File: src/rtl/bios_dl_pkg.sv
// Shared constants for the BIOS/program RAM download arbiter.
package bios_dl_pkg;

  // hps_io ioctl interface widths
  localparam int IOCTL_AW       = 25;
  localparam int IOCTL_DW       = 8;
  localparam int IOCTL_IDX_W    = 8;

  // ioctl_index values below this land in the BIOS RAM
  localparam int DL_IDX_MAX_DEF = 2;

  // Arbiter states (visible on dbg_state)
  localparam logic [1:0] S_IDLE    = 2'd0;
  localparam logic [1:0] S_CPU_ACK = 2'd1;
  localparam logic [1:0] S_DL      = 2'd2;
  localparam logic [1:0] S_TAIL    = 2'd3;

endpackage

File: src/rtl/bios_dl_arbiter.sv
// Single-port BIOS RAM arbiter: HPS ioctl download owns the RAM while active,
// the core CPU gets it otherwise. Core reset is held through the download and
// for RST_TAIL cycles afterwards.
//
// Handshakes: ioctl_wr is a one-cycle strobe accepted only when ioctl_wait=0;
// cpu_req is a level, held by the CPU until cpu_ack pulses for one cycle,
// with cpu_rdata valid only in that cycle.
module bios_dl_arbiter
  import bios_dl_pkg::*;
#(
  parameter int AW         = 14,
  parameter int DL_IDX_MAX = DL_IDX_MAX_DEF,
  parameter int RST_TAIL   = 16
) (
  input  logic                   clk_sys,
  input  logic                   reset_n,
  input  logic                   ioctl_download,
  input  logic [IOCTL_IDX_W-1:0] ioctl_index,
  input  logic                   ioctl_wr,
  input  logic [IOCTL_AW-1:0]    ioctl_addr,
  input  logic [IOCTL_DW-1:0]    ioctl_dout,
  output logic                   ioctl_wait,
  input  logic                   cpu_req,
  input  logic                   cpu_we,
  input  logic [AW-1:0]          cpu_addr,
  input  logic [7:0]             cpu_wdata,
  output logic                   cpu_ack,
  output logic [7:0]             cpu_rdata,
  output logic [AW-1:0]          ram_addr,
  output logic                   ram_we,
  output logic [7:0]             ram_d,
  input  logic [7:0]             ram_q,
  output logic                   core_reset,
  output logic [AW:0]            dl_bytes,
  output logic                   oob_err,
  output logic [1:0]             dbg_state
);

  localparam int TW = $clog2(RST_TAIL + 1);
  localparam logic [IOCTL_IDX_W-1:0] IDX_LIM = IOCTL_IDX_W'(DL_IDX_MAX);
  localparam logic [AW:0] BYTES_MAX = '1;
  localparam logic [AW:0] BYTES_ONE = {{AW{1'b0}}, 1'b1};

  logic [1:0]    state_q, state_d;
  logic [TW-1:0] tail_q, tail_d;
  logic          buf_v_q, buf_v_d;
  logic [AW-1:0] buf_addr_q, buf_addr_d;
  logic [7:0]    buf_data_q, buf_data_d;
  logic [AW:0]   dl_bytes_q, dl_bytes_d;
  logic          oob_q, oob_d;
  logic          core_reset_q, core_reset_d;

  logic dl_act;
  logic addr_oob;

  assign dl_act   = ioctl_download & (ioctl_index < IDX_LIM);
  assign addr_oob = |ioctl_addr[IOCTL_AW-1:AW];

  // Next-state, buffer, counters and RAM port steering
  always_comb begin
    state_d    = state_q;
    tail_d     = tail_q;
    buf_v_d    = buf_v_q;
    buf_addr_d = buf_addr_q;
    buf_data_d = buf_data_q;
    dl_bytes_d = dl_bytes_q;
    oob_d      = oob_q;
    ram_addr   = cpu_addr;
    ram_d      = cpu_wdata;
    ram_we     = 1'b0;
    cpu_ack    = 1'b0;
    case (state_q)
      S_IDLE: begin
        // A download starting this cycle wins; the CPU request waits.
        if (dl_act) begin
          state_d = S_DL;
        end else if (cpu_req) begin
          ram_we  = cpu_we;
          state_d = S_CPU_ACK;
        end
      end
      S_CPU_ACK: begin
        cpu_ack = 1'b1;
        state_d = dl_act ? S_DL : S_IDLE;
      end
      S_DL: begin
        ram_addr = buf_addr_q;
        ram_d    = buf_data_q;
        ram_we   = buf_v_q;
        if (buf_v_q) begin
          buf_v_d = 1'b0;
          if (dl_bytes_q != BYTES_MAX) dl_bytes_d = dl_bytes_q + BYTES_ONE;
        end
        if (dl_act && ioctl_wr) begin
          // Out-of-range or colliding writes are dropped and flagged.
          if (buf_v_q || addr_oob) begin
            oob_d = 1'b1;
          end else begin
            buf_v_d    = 1'b1;
            buf_addr_d = ioctl_addr[AW-1:0];
            buf_data_d = ioctl_dout;
          end
        end
        if (!dl_act && !buf_v_q) begin
          state_d = S_TAIL;
          tail_d  = TW'(RST_TAIL);
        end
      end
      default: begin  // S_TAIL
        if (dl_act) begin
          state_d = S_DL;
        end else if (tail_q <= TW'(1)) begin
          state_d = S_IDLE;
          tail_d  = '0;
        end else begin
          tail_d = tail_q - TW'(1);
        end
      end
    endcase
    // Every new download starts with fresh statistics.
    if (state_q != S_DL && state_d == S_DL) begin
      dl_bytes_d = '0;
      oob_d      = 1'b0;
    end
    core_reset_d = (state_d == S_DL) || (state_d == S_TAIL);
  end

  // State and datapath registers; reset drops any buffered byte
  always_ff @(posedge clk_sys or negedge reset_n) begin
    if (!reset_n) begin
      state_q      <= S_TAIL;
      tail_q       <= TW'(RST_TAIL);
      buf_v_q      <= 1'b0;
      buf_addr_q   <= '0;
      buf_data_q   <= '0;
      dl_bytes_q   <= '0;
      oob_q        <= 1'b0;
      core_reset_q <= 1'b1;
    end else begin
      state_q      <= state_d;
      tail_q       <= tail_d;
      buf_v_q      <= buf_v_d;
      buf_addr_q   <= buf_addr_d;
      buf_data_q   <= buf_data_d;
      dl_bytes_q   <= dl_bytes_d;
      oob_q        <= oob_d;
      core_reset_q <= core_reset_d;
    end
  end

  assign ioctl_wait = buf_v_q | (dl_act & (state_q != S_DL));
  assign cpu_rdata  = cpu_ack ? ram_q : 8'h00;
  assign core_reset = core_reset_q;
  assign dl_bytes   = dl_bytes_q;
  assign oob_err    = oob_q;
  assign dbg_state  = state_q;

endmodule

File: config.mk
export PLATFORM = sky130hd
export DESIGN_NAME = bios_dl_arbiter
export DESIGN_NICKNAME = d
export VERILOG_FILES = /design/src/rtl/bios_dl_pkg.sv /design/src/rtl/bios_dl_arbiter.sv
export SDC_FILE = /design/constraint.sdc
export NUM_CORES = 1
export LEC_CHECK = 0
export CORE_MARGIN = 4
export CORE_UTILIZATION = 41
export DETAILED_ROUTE_END_ITERATION = 6
export PLACE_DENSITY = 0.81
export SYNTH_ARGS = -nofsm -noshare
export SYNTH_HDL_FRONTEND = slang
export SYNTH_SLANG_ARGS = --single-unit
File: constraint.sdc
create_clock -name clk_sys -period 2.2 [get_ports clk_sys]
set_clock_uncertainty 0.2 [all_clocks]
set_input_delay 0.44 -clock clk_sys [delete_from_list [all_inputs] [get_ports clk_sys]]
set_output_delay 0.44 -clock clk_sys [all_outputs]
set_load 0.005 [all_outputs]
==> out/results.tsv <==
stage	metric	value	unit
die	core area	6350	um^2
detailed_routing	Initial DRC Count	185	
pwr	maximum vdd drop	0.000612	V
critical_path	worst path required time	1.56	ns
die	Site Rows	29	
critical_path	critical path type	flip-flop to output pin	
critical_path	crit path cell chain	buf_6 -> nand2b_4 -> buf_12 -> buf_6 -> buf_6 -> nand2_2 -> nand2_2 -> buf_6	
synth	leading area contributor after synthesis	dfrtp_1	
critical_path	crit start category	flip-flop	
detailed_routing	Vias	2860	
clock_network	CTS Buffer Depth	2	
global_routing	first-pass GRT wire length	13400	um
synth	Post-synth EDFFs	0	
synth	synth cell count leaders	83 x nand2_1, 43 x dfrtp_1, 19 x mux2_4	
timing	RSZ-0062 raised after global routing	yes	
critical_path	CP Capture Type	output pin	
hold_path	Hold Crit Class	input port to asynchronous set/reset pin	
global_routing	largest net degree at the start of global routing	25	
synth	top post-synthesis cells by area	dfrtp_1 40%, nand2_1 12%, mux2_4 11%	
timing	Final TNS setup	-0.641	ns
critical_path	Critical Path Slowest Stage Cell	dfstp_2	
critical_path	Crit path arrival time	1.64	ns
pwr	leakage	2.32	nW
layout	# nets final	541	
timing	pins over their slew limit	0	
synth	cell with the most instances after synthesis	nand2_1	
layout	share of cells above drive strength 1	39.4	%
clock_network	Worst-path clk slew	0.09	ns
detailed_routing	DRC	0	
global_routing	gr usage total	21.7	%
clock_network	cts bufs inserted	5	
layout	Fillers	437	
pwr	P per Cell Area	847	nW/um^2
synth	synth warn	0	
synth	top cell type's share of synthesized area	39.9	%
die	Initial Util	42.5	%
global_routing	initial antenna violation count	0	
critical_path	Buffers & Inverters on Critical Path	5	
clock_network	clock root cell	clkbuf_8	
detailed_routing	final WL	9150	um
placed_design	hpwl dp	5870	um
global_routing	vias in the first global route	2848	
outcome	failing checks	negative setup slack	
synth	asr flop ratio synth	100	%
synth	sequential area share after synthesis	43.8	%
placed_design	GPL Wtd Cong	0.811	
timing	final setup violating endpoints	16	
timing	highest clock rate	0.439	GHz
synth	Post-Synthesis Cells	279	
clock_network	Clock Latency Late Sink	0.30	ns
synth	Netlist cell types	51	
synth	Synth Flop Type	dfrtp_1	
die	Vert. Die Dim	89.1	um
detailed_routing	drt first pass iters	4	
timing	min Tclk post-route	2.28	ns
die	IO Pins	129	
timing	Hold Violations, Final	0	
synth	synthesized area	2700	um^2
job	Max Cap Violations	0	
critical_path	most used cell, CP	buf_6	
die	area of the die	7940	um^2
global_routing	Congestion Overflow GR	0	
clock_network	clk sinks	47	
die	Die X	89.1	um
clock_network	CTS tree	yes	
detailed_routing	drt wl/cell	17.0	um
detailed_routing	Post-DRT Antenna Nets	0	
critical_path	crit path max fanout	4	
synth	Syn Area/Cell	9.66	um^2
synth	post-synth net total	359	
critical_path	CP max stage delay	0.56	ns
layout	Sequential cell area	1180	um^2
timing	relative slew slack	61.2	%
outcome	status	finished, violations left	
layout	Area growth syn-to-layout	79.3	%
timing	Worst Tran Pin Value	0.568	ns
layout	Antenna Cells	0	
layout	multi-input logic area	1590	um^2
placed_design	I/O Buffers	127	
timing	final worst-path cycle share	104	%
clock_network	H-tree depth	2	
timing	Final WS setup	-0.0777	ns
synth	Synth Register Bits	47	
detailed_routing	Via density	5.31	
timing	Hold Slack	0.319	ns
critical_path	cell family with the largest share of critical-path delay	buffers and inverters	
repair_timing:
item / 4_1_cts / 5_1_grt
pin swaps: 23 / 6
gates resized for setup: 179 / 58
endpoints found under the hold margin: 7 / 0
hold buffers: 1 / 0
setup endpoints to repair: 36 / 65
cloned: 3 / 0
buffers inserted: 32 / 8
worst paths after layout:
path	from	endpoint	slack [ns]	cells after the start
setup / recovery	dbg_state[1]	ram_d[1]	-0.08	8
hold reg to reg	dl_bytes[10]	dl_bytes[10]	0.32	1
setup reg to reg	dbg_state[1]	buf_data_q[7]	-0.01	8
hold / removal	reset_n	buf_addr_q[13]	0.32	2
max in group asynchronous	reset_n	buf_addr_q[5]	0.99	3
min in group clk_sys	dl_bytes[10]	dl_bytes[10]	0.32	1
per-layer routing:
metal	share of wire, %	GRT usage (%)	wire (um)	up-vias
li1	-	-	-	1336
met1	39	27.4	3550	1384
met2	52	39.5	4790	130
met3	7.5	2.95	687	10
met4	1.4	4.74	129	0
met5	0	0	0	-
metrics by stage:
stage / utilization, % / worst slack, ns / total power, mW / instance area (um^2) / std cells
6_report: 76.1 / -0.0777 / 4.09 / 4830 / 539
5_1_grt: 76.1 / -0.143 / 4.34 / 4830 / 539
4_1_cts: 74.5 / -0.153 / 3.93 / 4730 / 535
3_5_place_dp: 65.9 / -0.446 / 2.76 / 4180 / 491
3_3_place_gp: 65.9 / -0.423 / 2.72 / 4180 / 491
2_1_floorplan: - / 0.0903 / 1.82 / 2700 / 279
cells in the final DEF, fill, tap and decap left out, drive strengths merged, types with 7 or more instances in the layout:
cell	synthesis	routed
nor2	8	8
nand3	11	11
dfrtp	43	43
mux2	22	22
inv	7	7
o21ai	9	9
clkbuf	9	18
buf	5	84
clkdlybuf4s50	0	84
nand2	84	84
and2	9	9
registers in the layout (all words and copies together), names as in the netlist:
signal	count
dl_bytes	15
buf_addr_q	14
buf_data_q	8
tail_q	5
dbg_state	2
buf_v_q	1
core_reset	1
oob_err	1
cells by family (layout without fill, tap and decap cells):
kind of cell    count (synthesis)  in the layout  synth area share [%]
fa+ha+maj                       3              3                  1.39
mux                            25             25                  12.9
compound gates                 38             38                  9.56
xor+xnor                        2              2                 0.650
flops                          47             47                  43.8
simple gates                  143            143                  26.8
buf+inv                        21            204                  4.87
report_power, final:
part           internal (mW)  switching (mW)  total [mW]
Clock                  0.368           0.297       0.665
Combinational           1.32           0.986        2.30
Sequential              1.00           0.124        1.12
layout make-up:
type / count / share of cell area [%]
Clock buffer: 6 / 1.71
Clock inverter: 2 / 0.725
Timing Repair Buffer: 189 / 37.7
Inverter: 7 / 0.543
Multi-Input combinational cell: 211 / 32.9
Sequential cell: 47 / 24.4
Tap cell: 77 / 1.99
Power figures use the tool's default switching activity.
